[config.mk]
export PLATFORM = sky130hd
export DESIGN_NAME = uart_tx_sched_flat
export DESIGN_NICKNAME = d
export VERILOG_FILES = /design/src/rtl/uart_tx_sched_if.sv /design/src/rtl/uart_tx_sched.sv /design/src/flat_wrapper.sv
export SDC_FILE = /design/constraint.sdc
export NUM_CORES = 1
export LEC_CHECK = 0
export ABC_AREA = 1
export CORE_MARGIN = 2
export CORE_UTILIZATION = 45
export DETAILED_ROUTE_END_ITERATION = 16
export PLACE_DENSITY = 0.74
export SYNTH_ARGS = -nofsm -noshare
export SYNTH_HDL_FRONTEND = slang
export SYNTH_SLANG_ARGS = --single-unit
export TNS_END_PERCENT = 100
[constraint.sdc]
create_clock -name clk -period 2.1 [get_ports clk]
set_input_delay 0.315 -clock clk [delete_from_list [all_inputs] [get_ports clk]]
set_output_delay 0.315 -clock clk [all_outputs]
set_load 0.01 [all_outputs]
[src/rtl/uart_tx_sched_if.sv]
// uart_tx_sched_if
//   Bundles the requester handshake, baud-generator handshake and serial
//   output of the UART transmit scheduler.
//   req       : per-requester request level (held until ack)
//   data      : byte of requester i on [8i+7:8i]
//   ack       : one-cycle pulse, byte of requester i latched
//   grant_idx : requester whose frame is in flight (valid while busy)
//   busy      : frame in progress
//   done      : one-cycle pulse at the end of the stop bit
//   baud_en   : baud generator enable (tx_rx_start), high for the whole frame
//   baud_tick : one-cycle bit-boundary pulse from the baud generator
//   txd       : serial output, idle high
// Modports: master = requesters / baud generator side, slave = scheduler.
interface uart_tx_sched_if #(
   parameter int unsigned NREQ  = 4,
   parameter int unsigned IDX_W = 2
);
   logic [NREQ-1:0]   req;
   logic [8*NREQ-1:0] data;
   logic [NREQ-1:0]   ack;
   logic [IDX_W-1:0]  grant_idx;
   logic              busy;
   logic              done;
   logic              baud_en;
   logic              baud_tick;
   logic              txd;

   modport master (
      output req, data, baud_tick,
      input  ack, grant_idx, busy, done, baud_en, txd
   );

   modport slave (
      input  req, data, baud_tick,
      output ack, grant_idx, busy, done, baud_en, txd
   );
endinterface

[src/rtl/uart_tx_sched.sv]
// uart_tx_sched
//   Round-robin scheduler sharing one 8N1 UART transmit line between NREQ
//   byte producers. Arbitrates in IDLE, latches the winner's byte, enables
//   the baud generator and shifts the frame out on each baud_tick.
//   clk   : system clock, rising edge
//   rst_n : asynchronous active-low reset
//   bus   : uart_tx_sched_if slave modport (req/data/ack, grant_idx, busy,
//           done, baud_en, baud_tick, txd); all outputs registered.
module uart_tx_sched #(
   parameter int unsigned NREQ  = 4,
   parameter int unsigned IDX_W = 2
) (
   input  logic          clk,
   input  logic          rst_n,
   uart_tx_sched_if.slave bus
);

   typedef enum logic [1:0] {
      S_IDLE,
      S_START,
      S_DATA,
      S_STOP
   } state_t;

   state_t            r_state;
   logic [7:0]        r_shift;
   logic [2:0]        r_cnt;
   logic [IDX_W-1:0]  r_ptr;
   logic [IDX_W-1:0]  r_grant;
   logic [NREQ-1:0]   r_ack;
   logic              r_busy;
   logic              r_done;
   logic              r_baud_en;
   logic              r_txd;

   logic              w_found;
   int unsigned       w_win_n;
   logic [IDX_W-1:0]  w_win;

   // Search starts at the pointer and wraps upward; the wrap is explicit so
   // non-power-of-two NREQ never yields an out-of-range index.
   always_comb begin
      int unsigned idx;
      w_found = 1'b0;
      w_win_n = 0;
      for (int unsigned k = 0; k < NREQ; k++) begin
         idx = 32'(r_ptr) + k;
         if (idx >= NREQ) idx = idx - NREQ;
         if (!w_found && bus.req[idx]) begin
            w_found = 1'b1;
            w_win_n = idx;
         end
      end
      w_win = IDX_W'(w_win_n);
   end

   always_ff @(posedge clk or negedge rst_n) begin
      if (!rst_n) begin
         r_state   <= S_IDLE;
         r_shift   <= '0;
         r_cnt     <= '0;
         r_ptr     <= '0;
         r_grant   <= '0;
         r_ack     <= '0;
         r_busy    <= 1'b0;
         r_done    <= 1'b0;
         r_baud_en <= 1'b0;
         r_txd     <= 1'b1;
      end else begin
         r_ack  <= '0;
         r_done <= 1'b0;
         case (r_state)
            S_IDLE: begin
               r_txd <= 1'b1;
               if (w_found) begin
                  r_shift        <= bus.data[8*w_win_n +: 8];
                  r_grant        <= w_win;
                  r_ack[w_win_n] <= 1'b1;
                  r_baud_en      <= 1'b1;
                  r_busy         <= 1'b1;
                  r_txd          <= 1'b0;
                  r_state        <= S_START;
               end
            end
            S_START: begin
               if (bus.baud_tick) begin
                  r_cnt   <= '0;
                  r_txd   <= r_shift[0];
                  r_state <= S_DATA;
               end
            end
            S_DATA: begin
               if (bus.baud_tick) begin
                  r_shift <= r_shift >> 1;
                  r_cnt   <= r_cnt + 3'd1;
                  if (r_cnt == 3'd7) begin
                     r_txd   <= 1'b1;
                     r_state <= S_STOP;
                  end else begin
                     // txd is registered, so present the next bit now
                     r_txd <= r_shift[1];
                  end
               end
            end
            S_STOP: begin
               if (bus.baud_tick) begin
                  r_baud_en <= 1'b0;
                  r_busy    <= 1'b0;
                  r_done    <= 1'b1;
                  r_ptr     <= (r_grant == IDX_W'(NREQ - 1)) ? '0 : r_grant + 1'b1;
                  r_state   <= S_IDLE;
               end
            end
            default: r_state <= S_IDLE;
         endcase
      end
   end

   assign bus.ack       = r_ack;
   assign bus.grant_idx = r_grant;
   assign bus.busy      = r_busy;
   assign bus.done      = r_done;
   assign bus.baud_en   = r_baud_en;
   assign bus.txd       = r_txd;

endmodule

[src/flat_wrapper.sv]
// flat-port wrapper written by rule: the top's interface ports become plain ports
module uart_tx_sched_flat 
#(
   parameter int unsigned NREQ  = 4,
   parameter int unsigned IDX_W = 2
)
  (clk, rst_n, bus_req, bus_data, bus_baud_tick, bus_ack, bus_grant_idx, bus_busy, bus_done, bus_baud_en, bus_txd);
  uart_tx_sched_if #(.NREQ(NREQ), .IDX_W(IDX_W)) bus_i ();
  input  logic clk;
  input  logic rst_n;
  input wire logic [$bits(bus_i.req)-1:0] bus_req;
  input wire logic [$bits(bus_i.data)-1:0] bus_data;
  input wire logic [$bits(bus_i.baud_tick)-1:0] bus_baud_tick;
  output wire logic [$bits(bus_i.ack)-1:0] bus_ack;
  output wire logic [$bits(bus_i.grant_idx)-1:0] bus_grant_idx;
  output wire logic [$bits(bus_i.busy)-1:0] bus_busy;
  output wire logic [$bits(bus_i.done)-1:0] bus_done;
  output wire logic [$bits(bus_i.baud_en)-1:0] bus_baud_en;
  output wire logic [$bits(bus_i.txd)-1:0] bus_txd;
  assign bus_i.req = bus_req;
  assign bus_i.data = bus_data;
  assign bus_i.baud_tick = bus_baud_tick;
  assign bus_ack = bus_i.ack;
  assign bus_grant_idx = bus_i.grant_idx;
  assign bus_busy = bus_i.busy;
  assign bus_done = bus_i.done;
  assign bus_baud_en = bus_i.baud_en;
  assign bus_txd = bus_i.txd;
  uart_tx_sched #(.NREQ(NREQ), .IDX_W(IDX_W)) u_core (.clk(clk), .rst_n(rst_n), .bus(bus_i));
endmodule
## Word-level counts from Yosys, hierarchy flattened

Cells that the tools add are included.

| word-level totals | value |
|---|---|
| flip-flop bits (word level) | 24 |
| bits of input ports | 39 |
| output and inout port bits | 10 |
| word-level logic and storage cells | 105 |

| operators by class | value |
|---|---|
| add/subtract/negate cells | 9 |
| order comparisons | 10 |
| eq/ne operators | 10 |
| shift-type cells | 1 |
| mux-type cells | 47 |
| reduce and logical (&&, ||, !) cells | 19 |

Operators with widths:

| cell | count |
|---|---|
| 32-bit two-way mux | 8 |
| 32-bit by 3-bit less-than comparator with 1-bit output, second input constant | 5 |
| 32-bit by 3-bit greater-or-equal comparator with 1-bit output, second input constant | 3 |
| 32-bit by 3-bit subtractor with 32-bit output, second input constant | 3 |
| 32-bit by 33-bit indexed part select with 8-bit output | 1 |
| 32-bit by 1-bit greater-or-equal comparator with 1-bit output, second input constant | 1 |
| 1-bit two-way mux | 17 |
| 8-bit two-way mux | 2 |
| 8-bit case mux with 2 select lines | 1 |
| 2-bit two-way mux | 6 |
| 3-bit AND reduction | 4 |
| 1-bit binary-select mux with 2-bit select | 4 |
| 4-bit two-way mux | 2 |
| 2-bit case mux with 4 select lines | 1 |
| 2-bit by 2-bit adder with 3-bit output, second input constant | 2 |
| 2-bit == test, second input constant | 3 |
| 3-bit two-way mux | 2 |
| 2-bit inequality test, second input constant | 3 |
| 3-bit case mux with 2 select lines | 1 |
| 2-bit nonzero test | 3 |
| 5-bit AND reduction | 1 |
| 1-bit logical AND | 4 |
| 2-bit by 1-bit inequality test with 1-bit output, second input constant | 2 |
| 2-bit AND reduction | 2 |
| 13 further kinds | 15 |

## Depth between registers and ports, before layout

Gate-level depths: netlist (run 1).

| logic depth | value |
|---|---|
| word-level depth | 20 |
| depth in mapped cells | 15 |
| gate-level depth less buffers | 14 |

## Worst setup path after synthesis (run 1)

OpenSTA, ideal clock, no wires.

| timing | value |
|---|---|
| path type | register to register |
| from | register u_core.r_ptr[1] |
| to | register u_core.r_shift[7] |
| library setup time | 117 ps |
| arrival | 1930 ps |
| data required time | 1983 ps |
| path slack | 53 ps |
| cell stages (with the launch flop) | 15 |
| path buffers | 1 |
| clock period less this slack | 2047 ps |
| cells stage by stage | dfrtp_1 -> inv_1 -> ha_1 -> inv_1 -> nand3_1 -> nand2_1 -> a21oi_1 -> nand2_1 -> nand2_2 -> nand2_2 -> buf_6 -> o211ai_1 -> nand2_1 -> nand2_1 -> nand2_1 |

| on the way | value |
|---|---|
| word-level cells in the longest chain between the ends | 17 |
| elaborated cells on any way between the ends | 42 |
| those cells by class | 7 x add/sub; 4 x order compare; 1 x eq/ne; 1 x shift; 22 x mux; 7 x reduce/logical |

RTL lines:

| what | line | text |
|---|---|---|
| from (decl) | uart_tx_sched.sv:28 | `logic [IDX_W-1:0] r_ptr;` |
| from (signal assigned) | uart_tx_sched.sv:110 | `r_ptr <= (r_grant == IDX_W'(NREQ - 1)) ? '0 : r_grant + 1'b1;` |
| branches (longest 17 deep; another with 32-bit by 3-bit subtractor with 32-bit output) | n/a |  |
| to (signal assigned) | uart_tx_sched.sv:76 | `r_shift <= bus.data[8*w_win_n +: 8];` |
| to (signal assigned) | uart_tx_sched.sv:94 | `r_shift <= r_shift >> 1;` |
| to (decl) | uart_tx_sched.sv:26 | `logic [7:0] r_shift;` |

Parallel ways; which one is timed is not known. The select of a mux whose other input is x is not followed.
A chain may end at the register's enable or synchronous reset.

## Final worst setup path (run 1)

| timing | value |
|---|---|
| from | register u_core.r_ptr[0] |
| to | register u_core.r_shift[1] |

Same word-level chain as after synthesis.

==> results of run 1 <==
routing by layer:
metal  vias to the layer above  global-route usage  routed length, um
met3                         7             0.01010                171
met5                         -                   0                  0
met1                       929              0.2649               2242
met2                        51              0.3386               2407
li1                       1053                   -                  -
met4                         0             0.07265                 72
cell families after synthesis:
| family | count (synthesis) | share of synthesized area |
|---|---|---|
| adder cells (fa/ha/maj) | 13 | 0.08238 |
| AND/OR/NAND/NOR | 159 | 0.3714 |
| buffers and inverters | 60 | 0.1337 |
| AO/OA/AOI/OAI | 33 | 0.1077 |
| flip-flops | 24 | 0.3048 |
registers in the layout (all words and copies together), names as in the netlist:
signal / cells
u_core.r_state: 2
u_core.r_shift: 8
u_core.bus.ack: 4
u_core.bus.done: 1
u_core.r_ptr: 2
u_core.bus.txd: 1
u_core.bus.busy: 1
u_core.bus.grant_idx: 2
u_core.r_cnt: 3
synth_stat cells:
master and number:
a21oi_1 11, a21oi_2 7, a221oi_1 1, buf_2 1, buf_4 2, buf_6 4, clkbuf_1 2, dfrtp_1 23
dfstp_2 1, ha_1 13, inv_1 45, inv_2 6, nand2_1 77, nand2_2 6, nand2_4 1, nand3_1 45
nand3_2 2, nand4_1 3, nand4_4 1, nor2_1 15, nor2_2 2, nor2_4 1, nor3_1 6, o211ai_1 2
o211ai_2 1, o21ai_0 7, o21ai_1 2, o31ai_1 2
power groups by stage:
stage               logic, mW  clock network (mW)  registers, mW
floorplan                2.44                   0          0.842
global placement         3.42                   0          0.809
detailed placement       3.49                   0          0.818
CTS                      3.54               0.321          0.814
global route             4.50               0.342          0.841
finish                   4.02               0.316          0.818
cells in the final DEF (no fill, tap or decap), types with 11 or more instances in the layout:
master / instances
nand3_1: 32
buf_4: 13
dfrtp_1: 23
nand3_2: 15
ha_1: 12
nand2_1: 71
a21oi_1: 11
nor2_1: 13
inv_1: 43
clkdlybuf4s50_1: 48
metrics by stage:
| stage | hold slack (ns) | cell area (sq um) | setup WS, ns | util | setup TNS, ns |
|---|---|---|---|---|---|
| 2_1_floorplan | 0.01941 | 1974 | 0.05328 | - | 0 |
| 3_3_place_gp | 0.4634 | 2620 | -0.09123 | 0.6101 | -0.7734 |
| 3_5_place_dp | 0.4663 | 2620 | -0.1482 | 0.6101 | -1.546 |
| 4_1_cts | 0.4113 | 2693 | 0.06264 | 0.6270 | 0 |
| 5_1_grt | 0.4230 | 2873 | -0.07901 | 0.6690 | -0.5728 |
| 6_report | 0.3940 | 2873 | 0.07088 | 0.6690 | 0 |
final cells by class:
class / count / share of cell area
inverter: 51 / 0.06751
clock buffer: 4 / 0.01916
multi-input combinational: 206 / 0.4355
sequential: 24 / 0.2095
tap: 52 / 0.02265
timing repair buffer: 68 / 0.2456
final timing paths:
path                                          end  slack, ns  cells after the start
worst max register to register  u_core.r_shift[1]       0.07                     14
worst min-delay path              u_core.bus.busy       0.39                      2
worst min register to register  u_core.r_shift[7]       0.49                      2
max in group asynchronous          u_core.bus.txd       1.42                      2
worst max-delay path            u_core.r_shift[1]       0.07                     14
min in group clk                u_core.r_shift[7]       0.49                      2
worst max-delay path, stage by stage, from the launching register on:
cell and delay, ns:
dfrtp_1 0.39, inv_2 0.07, ha_4 0.31, inv_4 0.04
nand3_2 0.07, nand2_2 0.07, nor2_4 0.15, nand4_4 0.13
buf_12 0.17, clkbuf_16 0.15, nand3_2 0.07, nand3_1 0.08
nand2_1 0.07, nand2_1 0.07, a21oi_2 0.13
timing repair:
item,in CTS,in global routing
gates cloned,0,2
gates resized for setup,2,32
pin swaps,0,23
setup buffers,0,1
endpoints found under the setup margin,12,14
==> results.md, run 1 <==
* Run status: finished clean
* Number of buffers inserted during clock tree synthesis at 3
* Layout cells sized above 1 at 0.2238
* Starting utilization of the core area at 0.4598
* Relative slew slack at 0.6121
* CTS Buffer Depth at 2
* Total count of hold-check failures in the final report at 0
* Final non-filler cell total at around 410
* Worst setup path startpoint: u_core.r_ptr[0]
* DR vias at 2040
* DIE WIDTH at 70.24 um
* Die Footprint at between 4000 and 5000 sq um
* Arrival time at the worst endpoint at 2.23 ns
* P_sw at 2.611 mW
* Total power divided by cell area at ~1800 nW/um^2
* Count of unique library cells instantiated by Yosys at 28
* Routed vias/inst at a little over 5
* Number of buffers added to fix hold violations after cts at 0
* Static power due to leakage at 1.512 nW
* Number of levels the H-tree was split into at 1
* Global-route wire length before repair at 8169 um
* Transition at the pin with the smallest max-transition slack at ~0.58 ns
* Sequential element share of the synthesized area at 0.3048
* Count of nets left with antenna violations after detail routing at 0
* Final setup vio count at 0
* Crit. End Element: flop
* Final weighted congestion in routability-driven placement at 0.8548
* Synthesized netlist net count at 341
* Total power at 5.150 mW
* Number of max-cap violations at 0
* Launch instance of the worst register-to-register path: u_core.r_ptr[0]
* Sequential cell fraction of total power at 0.159
* Switching power as a share of total power at 0.5071
* Area fraction of the dominant cell type after synthesis at 0.2915
* Flip-flop and latch count after synthesis at 24
* Clock share of power at 0.061
* Vias in the first global route at 1950
* Synthesized area per cell at just under 7 sq um
* Master cell of the clock root buffer: clkbuf_8
* Time the worst path needs with I/O delays and setup at 2.029 ns
* Setup repair after global routing missed its margin: true
* Total Wirelength at slightly below 5000 um
* Fill cell count at 378
* Antenna Cells at 0
* Combined area of the multi-input logic cells at 1251 sq um
* Die Height at 70.24 um
* Floorplan core area at 4294 sq um
* Site Rows at 24
* Register area at 601.8 sq um
* Count of boundary I/O pins at between 40 and 50
* Library cell with the largest summed area after synthesis: dfrtp_1
* Min-delay worst type: in2async
* Post-route fraction of the period consumed by the critical path at 0.9662
* Number of buffers added on ports at 48
* Global router's overall resource usage at 0.1984
* Number of DRC violations after detailed-routing iteration 0 at around 150
* Ys Warns at 0
* Clock-pin slew of the registers on the worst-case setup and hold paths at 0.08 ns
* Number of nets at the end of the flow at 406
* Number of sinks on the clock net at 24
* Clock tree from TritonCTS: yes
* Proportion of power drawn by combinational gates at 0.780
* Largest clock skew in the final design at 0.002344 ns
* Type of element launching the critical path: flop
* Highest clock rate at 492.8 MHz
* Maximum ir drop on the vdd rail at 0.8729 mV
* Number of placed instances, taps included at 398
* Worst Setup Path Type: reg2reg
* Final Slew Violations at 0
* Remaining Overflow, GRT at 0
* Count of mapped cells out of synthesis at 289
* Layout area overhead at 45.50%
* Pin count of the biggest net entering global routing at 25
* Later-pin clock latency in the skew report at about 0.27 ns
* Routed wirelength normalized by instance count at 12.08 um
* DR DRC count at 0
* CP required at 2.30 ns
* Initial antenna violation count at 0
* Synth top area cells: dfrtp_1, nand2_1, nand3_1
* Cell area after synthesis at ~2000 sq um
* Design internal power at roughly 2.5 mW
* Number of detailed-route iterations in the first pass at 6
* Maximum fanout encountered on the critical timing path at 7
* Post-detailed-placement half-perimeter wirelength at between 3000 and 4000 um
(Power assumes the default switching activity.)
==> run 2: changes to the inputs <==
SLEW_MARGIN = 25   (was default)
==> results of run 2 <==
Final layout, timing and power as in run 1 (identical DEF).
==> run 3: changes to the inputs <==
PLACE_DENSITY = 0.71   (was 0.74)
clock period = 2.2 ns   (was 2.1 ns; I/O delays follow)
==> run 3 against run 2 <==
Clock skew grew 0.0021 ns. Critical path depth shrank 1. Hold slack lost 0.031 ns. Sequential share of layout area grew 1.9 points. Setup slack gained 0.14 ns. Total power shrank 17%. Register-to-register slack gained 0.14 ns. Global-route usage shrank 0.84 points. Count of clock-buffer cells in the layout is the same. Final cell count shrank 2.2%. Die area is the same. Critical path type unchanged. Non-clock buffer count shrank 8. Largest power group unchanged.
==> results.md, run 3 (synthesis gave the netlist of run 1 again) <==
* Crit. End Element: flop
* Initial antenna violation count at 0 (unchanged)
* CP required at 2.40 ns (+0.10 ns)
* Maximum fanout encountered on the critical timing path at 14 (+7)
* Total count of hold-check failures in the final report at 0 (unchanged)
* Total negative setup slack at 0 ns (unchanged)
* Count of nets left with antenna violations after detail routing at 0 (unchanged)
* Setup repair after global routing missed its margin: false
* Hold_ws at 0.3626 ns (-0.03136 ns)
* Layout area overhead at 33.59%
* Min-delay worst type: in2async
* Transition at the pin with the smallest max-transition slack at 0.4324 ns (-0.1433 ns)
* Cell area after layout at 2638 sq um (-8.2%)
* Later-pin clock latency in the skew report at 0.27 ns (about the same)
* Highest clock rate at 502.1 MHz (+1.9%)
* Post-detailed-placement half-perimeter wirelength at 3475 um (-2.2%)
* Die Footprint at 4934 sq um (unchanged)
* Site Rows at 24 (unchanged)
* Critical Path Max Stage Delay at 0.39 ns (about the same)
* Remaining Overflow, GRT at 0 (unchanged)
* Register with the most flip-flops: u_core.r_shift
* Cell Area, Placed at 2530 sq um (-3.4%)
* Clock tree from TritonCTS: yes
* Die Height at 70.24 um (unchanged)
* Floorplan core area at 4294 sq um (unchanged)
* Run status: finished clean
* Max reg flops at 8 (unchanged)
* Routed vias/inst at 4.891 (-2.9%)
* Number of buffers inserted during clock tree synthesis at 3 (unchanged)
* CTS Buffer Depth at 2 (unchanged)
* Layout Utilization at 0.6142 (-0.05478)
* Number of detailed-route iterations in the first pass at 4 (-2)
* Clock-pin slew of the registers on the worst-case setup and hold paths at 0.08 ns (about the same)
* Most prevalent standard cell on the critical path: nand3_1
* Maximum ir drop on the vdd rail at 0.6839 mV (-22%)
* Number of nets at the end of the flow at 397 (-2.2%)
* Slowest cell on crit path: dfrtp_1
* Type of element launching the critical path: flop
* Number of levels the H-tree was split into at 1 (unchanged)
* Most common cell after layout, fill and taps aside: nand2_1
* Total power divided by cell area at 1628 nW/um^2 (-9.2%)
* Total power at 4.294 mW (-17%)
* Master cell of the clock root buffer: clkbuf_8
* Time the worst path needs with I/O delays and setup at 1.991 ns (-0.03766 ns)
* DR DRC count at 0 (unchanged)
* Number of max-cap violations at 0 (unchanged)
* Starting utilization of the core area at 0.4598 (unchanged)
* Global-route wire length before repair at 7824 um (-4.2%)
* Final Slew Violations at 0 (unchanged)
* Global router's overall resource usage at 0.1900 (-0.008399)
* Number of DRC violations after detailed-routing iteration 0 at 57 (-62%)
* Number of buffers added on ports at 48 (unchanged)
* Pin count of the biggest net entering global routing at 21 (-16%)
* Static power due to leakage at 1.393 nW (-7.8%)
* Layout cells sized above 1 at 0.1453 (-0.07845)
* Count of boundary I/O pins at 49 (unchanged)
* Largest clock skew in the final design at 0.004478 ns (+0.002134 ns)
* Post-route fraction of the period consumed by the critical path at 0.9052 (-0.06104)
* Relative slew slack at 0.7108 (+0.09872)
* Number of sinks on the clock net at 24 (unchanged)
* Worst Setup Path Type: reg2reg
* DIE WIDTH at 70.24 um (unchanged)
* Total Wirelength at 4316 um (-12%)
* Final weighted congestion in routability-driven placement at 0.9247 (+8.2%)
* Final setup vio count at 0 (unchanged)
* Routed wirelength normalized by instance count at 10.90 um (-9.8%)
* DR vias at 1937 (-5.0%)
* Most frequent cells in the layout: nand2_1, clkdlybuf4s50_1, nand3_1, inv_1, dfrtp_1
* Number of buffers added to fix hold violations after cts at 0 (unchanged)
* Antenna Cells at 0 (unchanged)
* Cell chain of the critical path: inv_2 > ha_4 > inv_2 > nand3_1 > nand2_2 > nor2_4 > nand4_4 > buf_8 > nand3_1 > nand3_1 > nand2_1 > nand2_1 > a21oi_2
* Arrival time at the worst endpoint at 2.20 ns (-0.03 ns)
* Vias in the first global route at 1746 (-10%)
[run 3: worst paths after layout]
check | start | end | slack, ns | cells after the start
min reg2reg | u_core.bus.txd | u_core.bus.txd | 0.48 | 2
min in group clk | u_core.bus.txd | u_core.bus.txd | 0.48 | 2
max | u_core.r_ptr[0] | u_core.r_shift[3] | 0.21 | 13
max reg2reg | u_core.r_ptr[0] | u_core.r_shift[3] | 0.21 | 13
min | rst_n | u_core.r_cnt[0] | 0.36 | 1
max in group asynchronous | rst_n | u_core.bus.done | 1.28 | 2
[run 3: report_power, final]
part | internal [mW] | switching (mW)
sequential | 0.653 | 0.127
clock | 0.160 | 0.138
combinational | 1.28 | 1.94
[run 3: cell type report]
type	instances	area, sq um
fillers	412	1657
repair buffers	60	581.8
inverters	51	191.4
clock buffers	4	55.05
flip-flops and latches	24	601.8
well taps	52	65.06
multi-input cells	205	1142
[run 3: repair_timing]
action / 4_1_cts / 5_1_grt
setup buffers: 0 / 1
endpoints found under the setup margin: 0 / 14
resized for setup: 0 / 12
[run 3: layer usage]
layer  wire length, um  up-vias  global-route usage
met5                 0        -                   0
met4                65        0             0.06624
met3               121        5             0.01299
met2              1982       35              0.2966
met1              2145      866              0.2769
li1                  -     1031                   -
[run 3: worst max-delay path, delay by kind of cell, from the launching register on]
kind | cells | cell delay [ns]
fa+ha+maj | 1 | 0.30
flops | 1 | 0.39
simple gates | 8 | 0.79
compound gates | 1 | 0.12
buf+inv | 3 | 0.33
[run 3: through the flow]
stage          setup slack [ns]  std cells
5_1_grt                0.002348        396
3_5_place_dp           -0.05130        391
6_report                 0.2085        396
3_3_place_gp          -0.002117        391
4_1_cts                 0.02807        395
2_1_floorplan            0.1533        289
